$ cat config.mk
export PLATFORM = sky130hd
export DESIGN_NAME = seg_scan_decoder
export DESIGN_NICKNAME = d
export VERILOG_FILES = /design/src/rtl/seg_scan_decoder.sv
export SDC_FILE = /design/constraint.sdc
export NUM_CORES = 1
export LEC_CHECK = 0
export CORE_MARGIN = 4
export CORE_UTILIZATION = 45
export CTS_BUF_LIST = sky130_fd_sc_hd__clkbuf_8
export CTS_CLUSTER_DIAMETER = 200
export DETAILED_ROUTE_END_ITERATION = 7
export PLACE_DENSITY = 0.73
export RECOVER_POWER = 25
export SLEW_MARGIN = 20
export SYNTH_ARGS = -nofsm -noshare
export SYNTH_HDL_FRONTEND = slang
export SYNTH_SLANG_ARGS = --single-unit
$ cat constraint.sdc
create_clock -name clk -period 3.3 [get_ports clk]
set_clock_uncertainty 0.15 [all_clocks]
set_input_delay 0.66 -clock clk [delete_from_list [all_inputs] [get_ports clk]]
set_output_delay 0.66 -clock clk [all_outputs]
set_load 0.02 [all_outputs]
$ cat src/rtl/seg_scan_decoder.sv
// seg_scan_decoder: recovers BCD frames from a multiplexed active-low 7-segment scan
module seg_scan_decoder #(
  parameter logic [7:0]  STABLE_CYCLES  = 8'd64,
  parameter logic [23:0] TIMEOUT_CYCLES = 24'd1_000_000
) (
  input  logic        clk,
  input  logic        rst,
  input  logic [7:0]  seg_n,
  input  logic [7:0]  dig_n,
  output logic [31:0] bcd_value,
  output logic [7:0]  blank_mask,
  output logic        frame_valid,
  output logic        frame_changed,
  output logic        seg_err,
  output logic        seq_err,
  output logic        stale
);
  typedef enum logic {HUNT, COLLECT} state_t;
  state_t      state;
  logic [7:0]  seg_m, seg_s, seg_p, dig_m, dig_s, dig_p, stab_cnt, zeros, blank_next;
  logic [23:0] to_cnt;
  logic [31:0] shadow;
  logic [2:0]  exp_d, k;
  logic [3:0]  nib;
  logic        same, sample, one_hot, legal, done, first_frame;
  // two-flop synchronizers plus a one-cycle history for change detection
  always_ff @(posedge clk) begin
    if (rst) begin
      seg_m <= 8'hFF;
      seg_s <= 8'hFF;
      seg_p <= 8'hFF;
      dig_m <= 8'hFF;
      dig_s <= 8'hFF;
      dig_p <= 8'hFF;
    end else begin
      seg_m <= seg_n;
      seg_s <= seg_m;
      seg_p <= seg_s;
      dig_m <= dig_n;
      dig_s <= dig_m;
      dig_p <= dig_s;
    end
  end
  assign same   = {dig_s, seg_s} == {dig_p, seg_p};
  assign sample = same && stab_cnt == STABLE_CYCLES - 8'd1;
  // saturating stability counter; sample fires only on the step into saturation
  always_ff @(posedge clk) begin
    if (rst) stab_cnt <= 8'd0;
    else if (!same) stab_cnt <= 8'd0;
    else if (stab_cnt != STABLE_CYCLES) stab_cnt <= stab_cnt + 8'd1;
  end
  // digit index, one-hot check and segment-code decode of the sampled value
  always_comb begin
    zeros   = ~dig_s;
    one_hot = zeros != 8'h00 && (zeros & (zeros - 8'd1)) == 8'h00;
    k       = 3'd0;
    for (int i = 0; i < 8; i++) if (zeros[i]) k = 3'(i);
    legal = 1'b1;
    nib   = 4'hF;
    case (seg_s)
      8'hC0: nib = 4'd0;
      8'hF9: nib = 4'd1;
      8'hA4: nib = 4'd2;
      8'hB0: nib = 4'd3;
      8'h99: nib = 4'd4;
      8'h92: nib = 4'd5;
      8'h82: nib = 4'd6;
      8'hF8: nib = 4'd7;
      8'h80: nib = 4'd8;
      8'h90: nib = 4'd9;
      8'hFF: nib = 4'hF;
      default: legal = 1'b0;
    endcase
  end
  // frame assembly FSM: collects digits 0..7 in order into the shadow register
  always_ff @(posedge clk) begin
    if (rst) begin
      state   <= HUNT;
      exp_d   <= 3'd0;
      shadow  <= 32'hFFFF_FFFF;
      done    <= 1'b0;
      seg_err <= 1'b0;
      seq_err <= 1'b0;
    end else begin
      done    <= 1'b0;
      seg_err <= 1'b0;
      seq_err <= 1'b0;
      if (sample && dig_s != 8'hFF) begin
        if (!one_hot) begin
          seq_err <= 1'b1;
          state   <= HUNT;
        end else if (!legal) begin
          seg_err <= 1'b1;
          state   <= HUNT;
        end else if (state == HUNT) begin
          if (k == 3'd0) begin
            shadow[3:0] <= nib;
            exp_d       <= 3'd1;
            state       <= COLLECT;
          end
        end else if (k == exp_d) begin
          shadow[{k, 2'b00} +: 4] <= nib;
          exp_d <= exp_d + 3'd1;
          if (k == 3'd7) begin
            done  <= 1'b1;
            state <= HUNT;
          end
        end else if (k == exp_d - 3'd1) begin
          shadow[{k, 2'b00} +: 4] <= nib;
        end else if (k == 3'd0) begin
          seq_err     <= 1'b1;
          shadow[3:0] <= nib;
          exp_d       <= 3'd1;
        end else begin
          seq_err <= 1'b1;
          state   <= HUNT;
        end
      end
    end
  end
  // per-digit blank flags of the assembled frame
  always_comb begin
    blank_next = 8'h00;
    for (int i = 0; i < 8; i++) blank_next[i] = shadow[4*i +: 4] == 4'hF;
  end
  // publish the completed frame and run the staleness timer
  always_ff @(posedge clk) begin
    if (rst) begin
      bcd_value     <= 32'hFFFF_FFFF;
      blank_mask    <= 8'hFF;
      frame_valid   <= 1'b0;
      frame_changed <= 1'b0;
      first_frame   <= 1'b1;
      to_cnt        <= 24'd0;
    end else begin
      frame_valid   <= done;
      frame_changed <= done && (first_frame || shadow != bcd_value);
      if (done) begin
        bcd_value   <= shadow;
        blank_mask  <= blank_next;
        first_frame <= 1'b0;
      end
      to_cnt <= done ? 24'd0 : to_cnt != TIMEOUT_CYCLES ? to_cnt + 24'd1 : to_cnt;
    end
  end
  assign stale = to_cnt == TIMEOUT_CYCLES;
endmodule
==> flow_summary.toml <==
[outcome]
status = "finished with violations"
violations = "capacitance limit, slew limit"

[clock_tree]
clock-sinks = 162
clk_pin_slew_ns = 0.08
tritoncts = "built"
cts_setup_buffers = 0
cts-buffers-inserted = 17
clk_latency_ns = 0.46
cts.repair.resized = 0
htree_levels = 4
clockBufferDepth = 2
root_buffer = "clkbuf_8"
hold_buffers = 0

[power_and_ir_drop]
comb_power_share_pct = 7.2
leakage_nw = 3.05
ir_worst_vdd_mv = 0.253
p_switching_mw = 0.911
clkPwrFrac_pct = 39.1
power.density_nw_per_um2 = 436
p_int_mw = 2.83
pwr-share-seq_pct = 53.7
swShare_pct = 24.4

[synth]
ys.flop_type = "dfxtp_1"
ys_seq_area_share_pct = 44.0
synthTopCellsByArea = "dfxtp_1 44%, mux2i_1 7.7%, xor2_1 6.8%, nor2_1 4.5%, or2_2 3.9%"
ys_warn_count = 0
ys_seq_elements = 162
mappedNetlistArea_um2 = 7370
avgSynthCellArea_um2 = 9.25
postSynth.asyncResetShare_pct = 0
yosysMostFrequentCell = "dfxtp_1"
synth_common_cells = "162 x dfxtp_1, 88 x nor2_1, 72 x nand2_1, 57 x mux2i_1, 57 x xor2_1"
synthesis.nets = 825
synth_edf_count = 0
synth_cell_types = 68
synth_top_area_cell = "dfxtp_1"
synth_top_area_share_pct = 44.0
synthCells = 797

[floorplanning]
io_pins = 63
dieArea_um2 = 18500
start_util_pct = 46.2
fp-row-count = 46
die_h_um = 136
coreArea_um2 = 15900
die_w_um = 136

[drt]
wl_per_cell_um = 14.3
dr.pass1.iters = 4
detail-route-antenna-nets = 0
drtIter0Drc = 326
vias = 5630
wirelength_um = 15400
viasPerCell = 5.22
drc_errors = 0

[setup_path]
crit_path_start_kind = "register"
crit_fanout = 4
required_ns = 2.49
cp_data_arrival_time_ns = 2.26
end_kind = "output port"
path_class = "reg2out"

[sta]
worst_pin_slew_ns = 1.68
hold_violations = 0
tns_ns = 0
rsz0062_at_grt = "no"
timing.final.ws_setup_ns = 0.233
relSlewSlack_pct = -11.9
drv_slew = 100
setup_viol = 0
fin_crit_sh_pct = 93.0
holdWs_ns = 0.252
fmax_mhz = 326
min_period_ns = 3.07

[finish]
nNetsFinal = 878
insertedDiodeCount = 0
area_growth_pct = 16.3
drive_gt1_share_pct = 11.9

[placed_design]
pre_cts_ws_ns = 0.344
gp_congestion = 0.853
port_buffers = 62
dp_hpwl_um = 10900

[global_routing]
grt_overflow = 0
grt.total_usage_pct = 17.5
grt_pass1_wl_um = 25900
grt_antenna_before_repair = 0
grt_start_max_net_pins = 100
grt_pass1_vias = 5273

[job]
maxCapViolCount = 1

[worst_hold_path]
min-delay-path-class = "reg2reg"
==> flip-flops by register name, indices dropped and copies added, names as in the netlist, 3 cells and up <==
signal / flops
exp_d: 3
seg_m: 8
dig_m: 8
dig_p: 8
shadow: 32
seg_p: 8
stab_cnt: 8
to_cnt: 24
bcd_value: 32
dig_s: 8
blank_mask: 8
seg_s: 8
==> critical path: stages, from the launching register on <==
cell             delay [ns]
dfxtp_1                0.34
nor4_1                 0.33
nand4_1                0.15
nor3_1                 0.22
buf_4                  0.17
clkdlybuf4s50_1        0.59
==> cell usage in the layout (no fill, tap or decap), drive strengths merged, types with 13 or more instances in the layout <==
master / count
clkbuf: 23
clkdlybuf4s50: 61
dfxtp: 162
inv: 28
mux2i: 57
nand2: 72
nand3: 26
nand4: 21
nor2: 88
o21ai: 13
or2: 46
xnor2: 24
xor2: 57
==> final cells by class <==
class	count	area [um2]
Inverter	26	97.6
Clock buffer	20	275
Sequential cell	162	3240
Tap cell	216	270
Fill cell	1481	7370
Multi-Input combinational cell	567	3840
Clock inverter	11	129
Timing Repair Buffer	76	714
==> metrics by stage <==
| stage | utilization (%) | power [mW] | instances | instance area, um2 |
|---|---|---|---|---|
| 6_report | 53.8 | 3.74 | 1078 | 8580 |
| 5_1_grt | 53.8 | 3.89 | 1078 | 8580 |
| 4_1_cts | 53.9 | 3.78 | 1078 | 8590 |
| 3_5_place_dp | 51.4 | 2.32 | 1047 | 8190 |
| 3_3_place_gp | 51.4 | 2.32 | 1047 | 8190 |
| 2_1_floorplan | - | 2.25 | 797 | 7370 |
==> cell families after synthesis <==
family	count (synthesis)	synth area share [%]
AND/OR/NAND/NOR	342	25.0
flip-flops	162	44.0
XOR/XNOR	81	9.62
AO/OA/AOI/OAI	76	7.94
buffers and inverters	68	3.85
multiplexers	57	7.74
adder cells (fa/ha/maj)	11	1.83
==> final timing paths <==
check,from,endpoint,slack [ns],depth (start not counted)
worst min register to register,dig_m[4],dig_s[4],0.25,1
worst max register to register,seg_s[5],shadow[24],0.30,7
worst max-delay path,to_cnt[22],stale,0.23,5
worst min-delay path,dig_m[4],dig_s[4],0.25,1
==> power by group through the flow <==
stage / logic (mW) / registers, mW / clock network (mW)
after floorplan: 0.212 / 2.04 / 0
final: 0.271 / 2.01 / 1.46
after global routing: 0.303 / 2.01 / 1.58
after detailed placement: 0.272 / 2.05 / 0
after global placement: 0.270 / 2.05 / 0
after CTS: 0.273 / 2.01 / 1.50
==> metal layers <==
metal	up-vias	wire (um)	track usage [%]
met3	26	602	3.96
met5	-	0	0
met1	2637	7210	22.7
met4	0	357	7.11
met2	109	7250	28.1
li1	2858	-	-
(Power assumes the default switching activity.)
==> RTL edit, RTL diff (same settings) <==
Make the reset (`rst`) asynchronous in 4 clocked blocks.
--- a/src/rtl/seg_scan_decoder.sv
+++ b/src/rtl/seg_scan_decoder.sv
@@ -25,5 +25,5 @@
   logic        same, sample, one_hot, legal, done, first_frame;
   // two-flop synchronizers plus a one-cycle history for change detection
-  always_ff @(posedge clk) begin
+  always_ff @(posedge clk or posedge rst) begin
     if (rst) begin
       seg_m <= 8'hFF;
@@ -45,5 +45,5 @@
   assign sample = same && stab_cnt == STABLE_CYCLES - 8'd1;
   // saturating stability counter; sample fires only on the step into saturation
-  always_ff @(posedge clk) begin
+  always_ff @(posedge clk or posedge rst) begin
     if (rst) stab_cnt <= 8'd0;
     else if (!same) stab_cnt <= 8'd0;
@@ -74,5 +74,5 @@
   end
   // frame assembly FSM: collects digits 0..7 in order into the shadow register
-  always_ff @(posedge clk) begin
+  always_ff @(posedge clk or posedge rst) begin
     if (rst) begin
       state   <= HUNT;
@@ -125,5 +125,5 @@
   end
   // publish the completed frame and run the staleness timer
-  always_ff @(posedge clk) begin
+  always_ff @(posedge clk or posedge rst) begin
     if (rst) begin
       bcd_value     <= 32'hFFFF_FFFF;
Behaviour: no difference found for any inputs over 10 cycles, from zero or initial values and one cycle with rst high; that may be too few to reach the edited logic, so the function may still have changed.
==> RTL edit against the original RTL <==
- sequential cell count unchanged
- final cell count decreased by 14%
- power increased by 2.4%
- critical path type is now register to register
- combinational power decreased by 42%
- cell area increased by 3.0%
- die area increased by 2.5%
- wire length decreased by 5.6%
- synthesized area increased by 2.7%
- critical path depth increased by 4
- worst setup slack got worse by 38 ps
==> RTL edit: results (changes against the original RTL) <==
drive_gt1_share_pct: 29.3  # was 11.9%
r2r_end: "shadow[1]"  # was shadow[24]
worstHoldEndpoint: "dig_s[6]"  # was dig_s[4]
dp_cells: 892  # was 1047
wl_met1_um: 6600  # was 7210 µm
power.leakage_nw: 3.75  # was 3.05 nW
buf_share_pct: 7.51  # was 8.33%
use_met3_pct: 4.64  # was 3.96%
fin_nets: 720  # was 878
synthCells: 630  # was 797
initialDrtViolationCount: 295  # was 326
inv_count: 41  # was 26
timing.hold.ws_ps: 202  # was 252 ps
outcome: "finished, final reports clean"  # was complete, but fails checks
nNonClkBuffers: 66  # was 76
synthArstFlopShare_pct: 100  # was 0%
synth_compound_area_share_pct: 4.50  # was 7.94%
dpl_worst_slack_ps: 236  # was 344 ps
wl_met2_um: 7090  # was 7250 µm
critical_path.max_stage_delay_ps: 610  # was 590 ps
seq_area_frac_synth_pct: 55.6  # was 44.0%
synthTopCellsByArea: "dfstp_2 (42%), dfrtp_1 (14%), xor2_1 (7.2%), mux2_2 (6.1%), mux2i_1 (3.4%)"  # was dfxtp_1 (44%), mux2i_1 (7.7%), xor2_1 (6.8%), nor2_1 (4.5%), or2_2 (3.9%)
fin_ws_ps: 194  # was 233 ps
vias: 4906  # was 5630
ir_drop_uv: 458  # was 253 µV
muxShareOfSynthArea_pct: 9.54  # was 7.74%
synthTopCellsByCount: "dfstp_2 (121), xor2_1 (62), nor2_1 (43)"  # was dfxtp_1 (162), nor2_1 (88), nand2_1 (72)
grt_first_pass_wirelength_um: 24500  # was 25900 µm
slew_violations: 0  # was 100
dpl_cell_area_um2: 8390  # was 8190 µm²
multi_input_cells: 403  # was 567
arrival_ps: 3340  # was 2260 ps
synthFlopType: "dfstp_2"  # was dfxtp_1
grtUsageMet2_pct: 25.8  # was 28.1%
track_usage_pct: 16.4  # was 17.5%
clk_share_pct: 5.10  # was 4.71%
## RTL edit: cell types whose count changed in the layout (fill, tap and decap cells not counted), moves of 15 or more
cell             change
inv_1               +15
mux2i_1             -31
dfrtp_1             +40
dfstp_2            +111
dlygate4sd3_1       +17
mux2_2              +41
dfxtp_1            -161
clkdlybuf4s50_1     -17
or2_2               -44
nor2_1              -46
nand2_1             -44
## RTL edit: logic make-up after synthesis
kind of cell / count (synthesis)
compound gates: 42
xor+xnor: 79
fa+ha+maj: 12
buf+inv: 65
flops: 162
mux: 67
simple gates: 203
## RTL edit: report_power, final
group,internal (mW),switching [mW],total [mW]
Clock,0.895,0.703,1.60
Sequential,2.04,0.0326,2.07
Combinational,0.0554,0.102,0.158
Total,2.99,0.838,3.83
## RTL edit: worst max-delay path, delay by kind of cell (launching register included)
kind | cells | cell delay [ps]
AOI/OAI and AO/OA | 3 | 680
adders and majority gates | 2 | 620
buffers and inverters | 1 | 170
DFF | 1 | 610
muxes | 1 | 390
and+or+nand+nor | 2 | 410
